File: src/rtl/fdiv32_iter.sv
// fdiv32_iter - iterative single-precision IEEE-754 divider (result = op1 / op2).
//
// A radix-2 restoring divider produces 26 quotient bits, one per cycle, under a
// five-state FSM. Denormal operands are treated as zero; results that would be
// denormal are flushed to signed zero. Four rounding modes are supported.
//
// Ports:
//   clk, rst_n  : clock, asynchronous active-low reset
//   start       : request, accepted only in IDLE; op1/op2/rmode sampled with it
//   op1, op2    : dividend, divisor
//   rmode       : 00 RNE, 01 RTZ, 10 toward +inf, 11 toward -inf
//   busy        : high from the cycle after accept until the result cycle
//   val         : one-cycle pulse, result/dz/inv valid
//   result      : quotient, held until the next completion
//   dz, inv     : divide-by-zero / invalid flags, qualified by val
//
// Handshake: start is a request sampled on a rising edge while the FSM is in
// IDLE; there is no back-pressure, and the single val pulse marks completion.
// Starts seen outside IDLE are dropped without side effects.

module fdiv32_iter #(
  parameter logic [31:0] CANON_NAN = 32'h7FC0_0000,
  parameter int          QBITS     = 26
) (
  input  logic        clk,
  input  logic        rst_n,
  input  logic        start,
  input  logic [31:0] op1,
  input  logic [31:0] op2,
  input  logic [1:0]  rmode,
  output logic        busy,
  output logic        val,
  output logic [31:0] result,
  output logic        dz,
  output logic        inv
);

  typedef enum logic [2:0] {S_IDLE, S_CHECK, S_DIV, S_ROUND, S_DONE} state_t;

  state_t              state_q, state_d;
  logic [31:0]         a_q, a_d, b_q, b_d;
  logic [1:0]          rmode_q, rmode_d;
  logic                sign_q, sign_d;
  logic signed [9:0]   exp_q, exp_d;
  logic [24:0]         rem_q, rem_d;
  logic [23:0]         div_q, div_d;
  // The integer quotient bit is always 1 and is shifted out of this 25-bit
  // register; after the last step it holds mantissa[24:2], guard[1], round[0].
  logic [24:0]         quo_q, quo_d;
  logic [4:0]          cnt_q, cnt_d;
  logic [31:0]         result_q, result_d;
  logic                dz_q, dz_d, inv_q, inv_d, val_q, val_d, busy_q, busy_d;

  // Operand classification (denormals count as zero).
  logic        a_zero, a_inf, a_nan, b_zero, b_inf, b_nan;
  logic [23:0] m1, m2;
  logic signed [9:0] exp_c;

  assign a_zero = (a_q[30:23] == 8'h00);
  assign b_zero = (b_q[30:23] == 8'h00);
  assign a_inf  = (a_q[30:23] == 8'hFF) && (a_q[22:0] == 23'h0);
  assign b_inf  = (b_q[30:23] == 8'hFF) && (b_q[22:0] == 23'h0);
  assign a_nan  = (a_q[30:23] == 8'hFF) && (a_q[22:0] != 23'h0);
  assign b_nan  = (b_q[30:23] == 8'hFF) && (b_q[22:0] != 23'h0);
  assign m1     = {1'b1, a_q[22:0]};
  assign m2     = {1'b1, b_q[22:0]};
  assign exp_c  = $signed({2'b00, a_q[30:23]} - {2'b00, b_q[30:23]} + 10'd127);

  // Divide step and rounding helpers.
  logic        step_ge;
  logic [24:0] step_rem;
  logic        sticky, inc;
  logic [23:0] mant_sum;
  logic signed [9:0] exp_r;

  assign step_ge  = (rem_q >= {1'b0, div_q});
  assign step_rem = step_ge ? (rem_q - {1'b0, div_q}) : rem_q;
  assign sticky   = |rem_q;
  assign mant_sum = {1'b0, quo_q[24:2]} + {23'h0, inc};
  assign exp_r    = exp_q + $signed({9'h0, mant_sum[23]});

  always_comb begin
    unique case (rmode_q)
      2'b00:   inc = quo_q[1] & (quo_q[0] | sticky | quo_q[2]);
      2'b01:   inc = 1'b0;
      2'b10:   inc = ~sign_q & (quo_q[1] | quo_q[0] | sticky);
      default: inc =  sign_q & (quo_q[1] | quo_q[0] | sticky);
    endcase
  end

  always_comb begin
    state_d  = state_q;
    a_d      = a_q;
    b_d      = b_q;
    rmode_d  = rmode_q;
    sign_d   = sign_q;
    exp_d    = exp_q;
    rem_d    = rem_q;
    div_d    = div_q;
    quo_d    = quo_q;
    cnt_d    = cnt_q;
    result_d = result_q;
    dz_d     = dz_q;
    inv_d    = inv_q;
    val_d    = 1'b0;
    busy_d   = busy_q;

    unique case (state_q)
      S_IDLE: begin
        if (start) begin
          a_d     = op1;
          b_d     = op2;
          rmode_d = rmode;
          dz_d    = 1'b0;
          inv_d   = 1'b0;
          busy_d  = 1'b1;
          state_d = S_CHECK;
        end
      end

      S_CHECK: begin
        sign_d = a_q[31] ^ b_q[31];
        if (a_nan || b_nan || (a_zero && b_zero) || (a_inf && b_inf)) begin
          result_d = CANON_NAN;
          inv_d    = 1'b1;
        end else if (b_zero) begin
          result_d = {a_q[31] ^ b_q[31], 8'hFF, 23'h0};
          dz_d     = 1'b1;
        end else if (a_inf) begin
          result_d = {a_q[31] ^ b_q[31], 8'hFF, 23'h0};
        end else if (a_zero || b_inf) begin
          result_d = {a_q[31] ^ b_q[31], 31'h0};
        end

        if (a_nan || b_nan || a_zero || b_zero || a_inf || b_inf) begin
          val_d   = 1'b1;
          busy_d  = 1'b0;
          state_d = S_DONE;
        end else begin
          // Pre-normalise so the quotient lands in [1,2).
          if (m1 < m2) begin
            rem_d = {m1, 1'b0};
            exp_d = exp_c - 10'sd1;
          end else begin
            rem_d = {1'b0, m1};
            exp_d = exp_c;
          end
          div_d   = m2;
          quo_d   = 25'h0;
          cnt_d   = 5'd0;
          state_d = S_DIV;
        end
      end

      S_DIV: begin
        // step_rem < divisor < 2^24, so the shift never loses a bit.
        rem_d = {step_rem[23:0], 1'b0};
        quo_d = {quo_q[23:0], step_ge};
        cnt_d = cnt_q + 5'd1;
        if (cnt_q == 5'(QBITS - 1)) state_d = S_ROUND;
      end

      S_ROUND: begin
        if (exp_r >= 10'sd255) begin
          unique case (rmode_q)
            2'b00:   result_d = {sign_q, 8'hFF, 23'h0};
            2'b01:   result_d = {sign_q, 31'h7F7F_FFFF};
            2'b10:   result_d = sign_q ? {sign_q, 31'h7F7F_FFFF} : {sign_q, 8'hFF, 23'h0};
            default: result_d = sign_q ? {sign_q, 8'hFF, 23'h0} : {sign_q, 31'h7F7F_FFFF};
          endcase
        end else if (exp_r <= 10'sd0) begin
          result_d = {sign_q, 31'h0};
        end else begin
          // On mantissa carry-out mant_sum[22:0] is already zero.
          result_d = {sign_q, exp_r[7:0], mant_sum[22:0]};
        end
        val_d   = 1'b1;
        busy_d  = 1'b0;
        state_d = S_DONE;
      end

      S_DONE: begin
        state_d = S_IDLE;
      end

      default: begin
        busy_d  = 1'b0;
        state_d = S_IDLE;
      end
    endcase
  end

  always_ff @(posedge clk or negedge rst_n) begin
    if (!rst_n) begin
      state_q  <= S_IDLE;
      a_q      <= 32'h0;
      b_q      <= 32'h0;
      rmode_q  <= 2'b00;
      sign_q   <= 1'b0;
      exp_q    <= 10'sd0;
      rem_q    <= 25'h0;
      div_q    <= 24'h0;
      quo_q    <= 25'h0;
      cnt_q    <= 5'd0;
      result_q <= 32'h0;
      dz_q     <= 1'b0;
      inv_q    <= 1'b0;
      val_q    <= 1'b0;
      busy_q   <= 1'b0;
    end else begin
      state_q  <= state_d;
      a_q      <= a_d;
      b_q      <= b_d;
      rmode_q  <= rmode_d;
      sign_q   <= sign_d;
      exp_q    <= exp_d;
      rem_q    <= rem_d;
      div_q    <= div_d;
      quo_q    <= quo_d;
      cnt_q    <= cnt_d;
      result_q <= result_d;
      dz_q     <= dz_d;
      inv_q    <= inv_d;
      val_q    <= val_d;
      busy_q   <= busy_d;
    end
  end

  assign busy   = busy_q;
  assign val    = val_q;
  assign result = result_q;
  assign dz     = dz_q;
  assign inv    = inv_q;

endmodule
File: config.mk
export PLATFORM = sky130hd
export DESIGN_NAME = fdiv32_iter
export DESIGN_NICKNAME = d
export VERILOG_FILES = /design/src/rtl/fdiv32_iter.sv
export SDC_FILE = /design/constraint.sdc
export NUM_CORES = 1
export LEC_CHECK = 0
export CORE_MARGIN = 5
export CORE_UTILIZATION = 45
export DETAILED_ROUTE_END_ITERATION = 7
export DONT_BUFFER_PORTS = 1
export HOLD_SLACK_MARGIN = 0.06
export PLACE_DENSITY = 0.69
export SLEW_MARGIN = 20
export SYNTH_ARGS = -nofsm -noshare
export SYNTH_HDL_FRONTEND = slang
export SYNTH_SLANG_ARGS = --single-unit
File: constraint.sdc
create_clock -name clk -period 5.7 [get_ports clk]
set_input_delay 1.14 -clock clk [delete_from_list [all_inputs] [get_ports clk]]
set_output_delay 1.14 -clock clk [all_outputs]
set_load 0.01 [all_outputs]
After elaboration in Yosys (flattened, before gate mapping)

Index checks and enable logic that the tools add are counted.

$mul: 0
Add/subtract/negate cells: 7
Multiplexer cells: 35
Div/mod/pow operators: 0
Reduce and logical (&&, ||, !) cells: 35
Shift-type cells: 0
Equal/unequal tests: 17
$lt $le $gt $ge: 4
Bitwise operators: 11

Operator list:

| operator                                             | number |
|---|---|
| two-way mux 32 bit                                   | 7 |
| one-hot mux 25 bit (2 select lines)                  | 2 |
| one-hot mux 32 bit (3 select lines)                  | 1 |
| two-way mux 25 bit                                   | 3 |
| one-hot mux 32 bit (2 select lines)                  | 1 |
| zero test 23 bit                                     | 2 |
| nonzero test 23 bit                                  | 2 |
| two-way mux 31 bit                                   | 1 |
| >= comparator 25 x 24 -> 1 bit                       | 1 |
| OR reduction 25 bit                                  | 1 |
| adder 23 x 1 -> 24 bit                               | 1 |
| less-than comparator 24 bit                          | 1 |
| two-way mux 24 bit                                   | 1 |
| subtractor 24 bit                                    | 1 |
| equality test 8 bit, second input constant           | 2 |
| zero test 8 bit                                      | 2 |
| != test 2 bit, second input constant                 | 7 |
| one-hot mux 3 bit (4 select lines)                   | 1 |
| adder 10 x 2 -> 10 bit                               | 1 |
| adder 9 x 8 -> 10 bit, second input constant         | 1 |
| >= comparator 10 x 9 -> 1 bit, second input constant | 1 |
| <= comparator 10 x 1 -> 1 bit, second input constant | 1 |
| two-way mux 10 bit                                   | 1 |
| one-hot mux 5 bit (2 select lines)                   | 1 |
| 28 further kinds                                     | 66 |

Memory bits (read-only): 0
Latch bits: 0
Bits in writable memories: 0
Word-level logic and storage cells: 124
Memories: 0
Flip-flop bits (word level): 195

Logic depth before layout (Yosys ltp)

Word-level depth: 11
Gate-level depth with buffers: 23

Worst setup path before layout

OpenSTA, ideal clock, no wires.

Kind: reg2reg
Start: reg rmode_q[1]
End: reg result_q[21] (netlist: result[21])
Arrival time: 4.164 ns
Cell stages (with the launch flop): 23
Buffers on the path: 3
Clock period less this slack: 4.285 ns
Setup slack: 1.415 ns
Library setup time: 0.121 ns
Cell sequence: dfrtp_1 -> clkbuf_1 -> nor2b_1 -> ha_1 -> nor2_1 -> nand2_1 -> o41ai_1 -> ha_1 -> and3_1 -> and2_1 -> nand4_1 -> nor4_1 -> ha_1 -> ha_1 -> nand4_1 -> nor2_1 -> xnor2_1 -> o31a_1 -> nand2b_1 -> clkbuf_1 -> buf_1 -> o21ai_0 -> a22o_1

Cells in the longest elaborated chain, start to end: 8
Elaborated cells on any way between the ends: 12

RTL lines:

| what                                              | RTL line | RTL |
|---|---|---|
| start: declaration                                | 42       | `logic [1:0] rmode_q, rmode_d;` |
| start signal: assignment                          | 214      | `rmode_q <= rmode_d;` |
| equality test 2 bit, or another cell as far along | 83, 165  |  |
| one-hot mux 1 bit (3 select lines)                | 83       | `unique case (rmode_q)` |
| adder 23 x 1 -> 24 bit                            | 79       | `assign mant_sum = {1'b0, quo_q[24:2]} + {23'h0, inc};` |
| adder 10 x 2 -> 10 bit                            | 80       | `assign exp_r = exp_q + $signed({9'h0, mant_sum[23]});` |
| <= comparator 10 x 1 -> 1 bit                     | 171      | `end else if (exp_r <= 10'sd0) begin` |
| two-way mux 31 bit                                | 171      |  |
| two-way mux 32 bit (*)                            | 164      | `if (exp_r >= 10'sd255) begin` |
| one-hot mux 32 bit (2 select lines) (*)           | 108      | `unique case (state_q)` |
| end signal: assignment                            | 221      | `result_q <= result_d;` |
| end: declaration                                  | 51       | `logic [31:0] result_q, result_d;` |

Every way passes the cells marked *; elsewhere a longest branch is shown, timed or not.
A chain may end at the register's enable or synchronous reset.

Worst setup path after layout

Start: reg rmode_q[1]
End: reg result_q[22] (netlist: result[22])

Same word-level chain as after synthesis.

==> flow_summary.yaml <==
worst_setup_path:
  cpMostUsedCell: "ha_1"
  cp.required_ns: 5.99
  critPathMaxStageDelay_ns: 0.67
  cpLargestDelayFamily: "simple AND/OR/NAND/NOR gates"
  crit_buf_inv: 0
  rr_worst_depth: 20
  cp_slowest_cell: "a41o_1"
  r2r_start: "rmode_q[1]$_DFFE_PN0P_"
  crit_type: "flip-flop to flip-flop"
  r2r_setup_slack_ns: 0.67
  arrival_ns: 5.32
  critPathCaptureType: "flip-flop"
  startpoint_type: "flip-flop"
  path_max_fanout: 25
  reg2reg_to: "result[22]$_DFFE_PN0P_"
  path_cells: "nor2b_1 > ha_1 > nor2_1 > nand2_1 > o41ai_1 > ha_1 > and3_1 > and2_1 > nand4_1 > nor4_1 > ha_1 > ha_1 > nand4_1 > nor2_1 > xnor2_1 > and3b_1 > a41o_1 > o21ai_0 > a21oi_1 > o21ai_0"
clock_tree:
  cts_hold_buf: 0
  ctsHtreeMaxLevel: 4
  postCtsSetupRepairBufs: 0
  cts_resized: 0
  cts_tree: "built"
  clock_path_buffers: 2
  cts.sinks: 195
  clock_latency_ns: 0.44
  cts_inserted_buffers: 17
  cts_root_buf: "clkbuf_16"
  clkTransAtPathRegs_ns: 0.08
yosys:
  synth.most_common_cell: "nand2_1"
  netlist_instances: 1350
  seq_area_frac_synth_pct: 41.8
  async_flop_share_pct: 100
  synth_edf_count: 0
  ys_warn_count: 0
  postSynthAreaPerCell_um2: 8.64
  synth_flop_cell: "dfrtp_1"
  syn_area_um2: 11700
  yosysTopAreaCell: "dfrtp_1"
  synth_cell_types: 74
  ys_top_cells_by_area: "dfrtp_1, nand2_1, ha_1"
  synth_common_cells: "nand2_1, dfrtp_1, o21ai_0, inv_1, ha_1"
  syn_nets: 1485
  ys_seq_elements: 195
  synth_top_area_share_pct: 41.8
floorplanning:
  row_count: 59
  top_level_ports: 105
  core_um2: 25800
  fp.dieW_um: 171
  die-height_um: 171
  die-area_um2: 29200
  start_util_pct: 45.3
place:
  place_ws_ns: 0.699
  dp_hpwl_um: 20800
  place_inst: 1633
  io_buffers: 0
  placed_area_um2: 11900
  routabilityCongestion: 0.859
sta:
  period_needed_ns: 5.03
  whs_ns: 0.412
  hold_viol: 0
  rsz0062_at_grt: "no"
  slew_viol_final: 0
  setup_tns_ns: 0
  slew_headroom_pct: 36.3
  setup_violations: 0
  tightest_slew_ns: 0.956
  min_period_over_period_pct: 88.2
  fmax_mhz: 199
  worst_slack_ns: 0.672
  worst_clock_skew_ns: 0.0130
power_and_ir_drop:
  p_leak_nw: 5.60
  p_per_area_nw_per_um2: 727
  ir_drop_uv: 331
  fin_total_pwr_mw: 9.12
route:
  drt-pass1-iter-count: 5
  vias_per_cell: 5.58
  ant_nets: 0
  wire_per_inst_um: 17.2
  num_vias: 9290
  totalWireLength_um: 28600
  drc: 0
  drt_iter0_markers: 762
cells_and_area:
  seq_area_um2: 4880
  n_antenna_cell: 0
  final_cells: 1665
  fin_nets: 1452
  final_area_um2: 12500
  drive_gt1_share_pct: 5.71
  multi_input_area_um2: 6240
  area_growth_pct: 7.52
  final_core_util_pct: 48.7
  fill_cells: 2403
job:
  max-cap-violations: 0
hold_path:
  min_path_type: "primary input to asynchronous set/reset pin"
grt:
  grt_antenna_before_repair: 0
  grt_pass1_wl_um: 47200
  grt_overflow: 0
  first_global_vias: 9089
  grt_use_total_pct: 19.9
  grt_start_max_net_pins: 196
outcome:
  status: "complete, no violations"
[layout make-up]
class                      count  area share, %
multi-input combinational   1009           49.8
sequential                   195           38.9
clock buffer                  19           3.61
tap                          335           3.34
inverter                      83           2.48
clock inverter                13           1.23
timing repair buffer          11          0.658
[kinds of logic (layout without fill, tap and decap cells)]
kind of cell	after synthesis	after routing	share of synthesized area, %
AO/OA/AOI/OAI	322	322	17.5
buffers and inverters	146	126	4.83
XOR/XNOR	69	69	5.18
multiplexers	45	45	3.94
flip-flops	195	195	41.8
adder cells (fa/ha/maj)	66	66	7.21
AND/OR/NAND/NOR	507	507	19.5
[state kept, by name, summed over array words and instances (netlist names)]
register  count
val           1
sign_q        1
inv           1
a_q          32
state_q       3
busy          1
exp_q        10
rmode_q       2
b_q          32
quo_q        25
rem_q        25
dz            1
div_q        24
result       32
cnt_q         5
[placed cells by master (no fill, tap or decap), drive strengths merged, types with 7 or more instances in the layout]
cell	count
a21oi	53
ha	64
nand2	285
and3	10
nor3	35
a221oi	11
a22o	23
nor2	63
mux2	7
nor2b	8
nand2b	8
dfrtp	195
xor2	32
and2	8
xnor2	37
nand4	17
nor4	21
inv	92
a31oi	9
buf	11
clkbuf	19
o31ai	8
a21o	11
nand3	34
o21ai	155
mux2i	38
[power by group]
| part | internal, mW | switching [mW] | leakage [nW] |
|---|---|---|---|
| logic | 2.14 | 3.10 | 2.83 |
| clock network | 0.653 | 0.588 | 0.298 |
| registers | 1.98 | 0.661 | 2.46 |
[worst reg2reg max path: stages (launching register included)]
cell and delay, ns:
dfrtp_1 0.47, nor2b_1 0.24, ha_1 0.26, nor2_1 0.10, nand2_1 0.06, o41ai_1 0.08, ha_1 0.25, and3_1 0.19
and2_1 0.20, nand4_1 0.23, nor4_1 0.41, ha_1 0.27, ha_1 0.26, nand4_1 0.17, nor2_1 0.16, xnor2_1 0.21
and3b_1 0.23, a41o_1 0.67, o21ai_0 0.19, a21oi_1 0.16, o21ai_0 0.09
[layer usage]
layer,global-route usage (%),part of all wire [%],vias to the layer above
met5,0,0,-
met4,5.41,1.9,0
met3,3.90,5.9,32
met2,30.6,45,233
met1,28.8,48,4393
li1,-,-,4632
[worst max path at each step]
stage | cells past startpoint | to | from
4_1_cts | 20 | result[22]$_DFFE_PN0P_ | rmode_q[1]$_DFFE_PN0P_
5_1_grt | 20 | result[22]$_DFFE_PN0P_ | rmode_q[1]$_DFFE_PN0P_
2_1_floorplan | 22 | result[21]$_DFFE_PN0P_ | rmode_q[1]$_DFFE_PN0P_
3_5_place_dp | 20 | result[22]$_DFFE_PN0P_ | rmode_q[1]$_DFFE_PN0P_
3_3_place_gp | 20 | result[22]$_DFFE_PN0P_ | rmode_q[1]$_DFFE_PN0P_
6_report | 20 | result[22]$_DFFE_PN0P_ | rmode_q[1]$_DFFE_PN0P_
Power figures use the tool's default switching activity.
==> RTL change: new RTL, same settings <==
Make the reset (`rst_n`) synchronous in one clocked block. Comments in the files are not updated.
--- a/src/rtl/fdiv32_iter.sv
+++ b/src/rtl/fdiv32_iter.sv
@@ -190,7 +190,7 @@
     endcase
   end
 
-  always_ff @(posedge clk or negedge rst_n) begin
+  always_ff @(posedge clk) begin
     if (!rst_n) begin
       state_q  <= S_IDLE;
       a_q      <= 32'h0;
Behaviour: differs if rst_n is asserted again (counterexample within 4 cycles, from zero or initial values and one cycle with rst_n low); with rst_n held inactive, the same outputs for 4 cycles.
==> RTL change against the unedited design <==
- sequential cell count did not move
- final area down 4.7%
- synthesized cell count up 9.9%
- synthesized area fell by 4.4%
- core utilization up 0.32 points
- first-iteration DRC count up 18%
- total power fell by 34%
- largest power group unchanged
- via count increased by 10%
- wire length up 4.4%
- setup slack better by 99 ps
- critical path depth rose by 3
- highest routed layer unchanged
==> RTL change: results <==
[status]
result_of_the_run = "finished clean"

[grt]
grt_usage = 0.208
globalRouteMet2Util = 0.333
grtUsageMet3 = 0.0342

[drt]
drt_first_iter_violations = 897
total_iterations_of_the_first_detailed_routing_run = 7
route.met2.wl_um = 13800
routed_wirelength_um = 29800

[logic_synthesis]
yosys.cell_types.count = 64
fraction_of_the_mapped_netlist_area_in_adder_cells = 0.0754
synth-xor-area-share = 0.0518
yosys-top-cells-count = "nand2_1, dfxtp_1, a21oi_1, nor2_1, inv_1"
synth.yosys.seq_area_share = 0.350
synthTopCellsByArea = "dfxtp_1, nand2_1, a21oi_1"
synthMuxAreaShare = 0.0145

[placed_design]
place_area_mm2 = 0.0113
post-dp-hpwl_um = 21200
globalplace.congestion = 0.923
detailedPlace.worstSlack_ps = 845

[setup_path]
critPathMaxStageDelay_ps = 510
regToRegStartpoint = "rem_q[4]"
timing.critical_path.fanout_max = 23

[pwr]
p_leak_nw = 4.37
combinationalPowerShare = 0.506
p_total_mw = 6.07

[hold_path]
worst_hold_path_type = "reg -> reg"

[finish]
drive_above_1_share = 0.0506
## RTL change: cell count changes in the layout (fill, tap and decap cells not counted), sizes merged, moves of 22 or more
cell   change
mux2i     -32
a22o      -23
a22oi     +22
nor2      +31
nand3     +25
dfxtp    +195
a31oi     +23
dfrtp    -195
a21oi    +115
o21ai     -77
## RTL change: worst max-delay path by stage
stage / cells past startpoint / slack (ps) / from / endpoint
6_report: 23 / 770 / rem_q[4] / result[18]
5_1_grt: 23 / 420 / rem_q[4] / result[14]
4_1_cts: 22 / 830 / rem_q[4] / result[24]
3_5_place_dp: 23 / 850 / rem_q[4] / result[18]
3_3_place_gp: 22 / 980 / rem_q[4] / result[24]
2_1_floorplan: 23 / 1510 / rem_q[4] / result[13]
## RTL change: final cells by class
class                   instances  area [µm²]
clock buffers                  17         425
clock inverters                15         194
fillers                      2412       12400
inverters                      77         292
multi-input cells            1127        6640
flip-flops and latches        195        3900
well taps                     324         405
repair buffers                 12        90.1
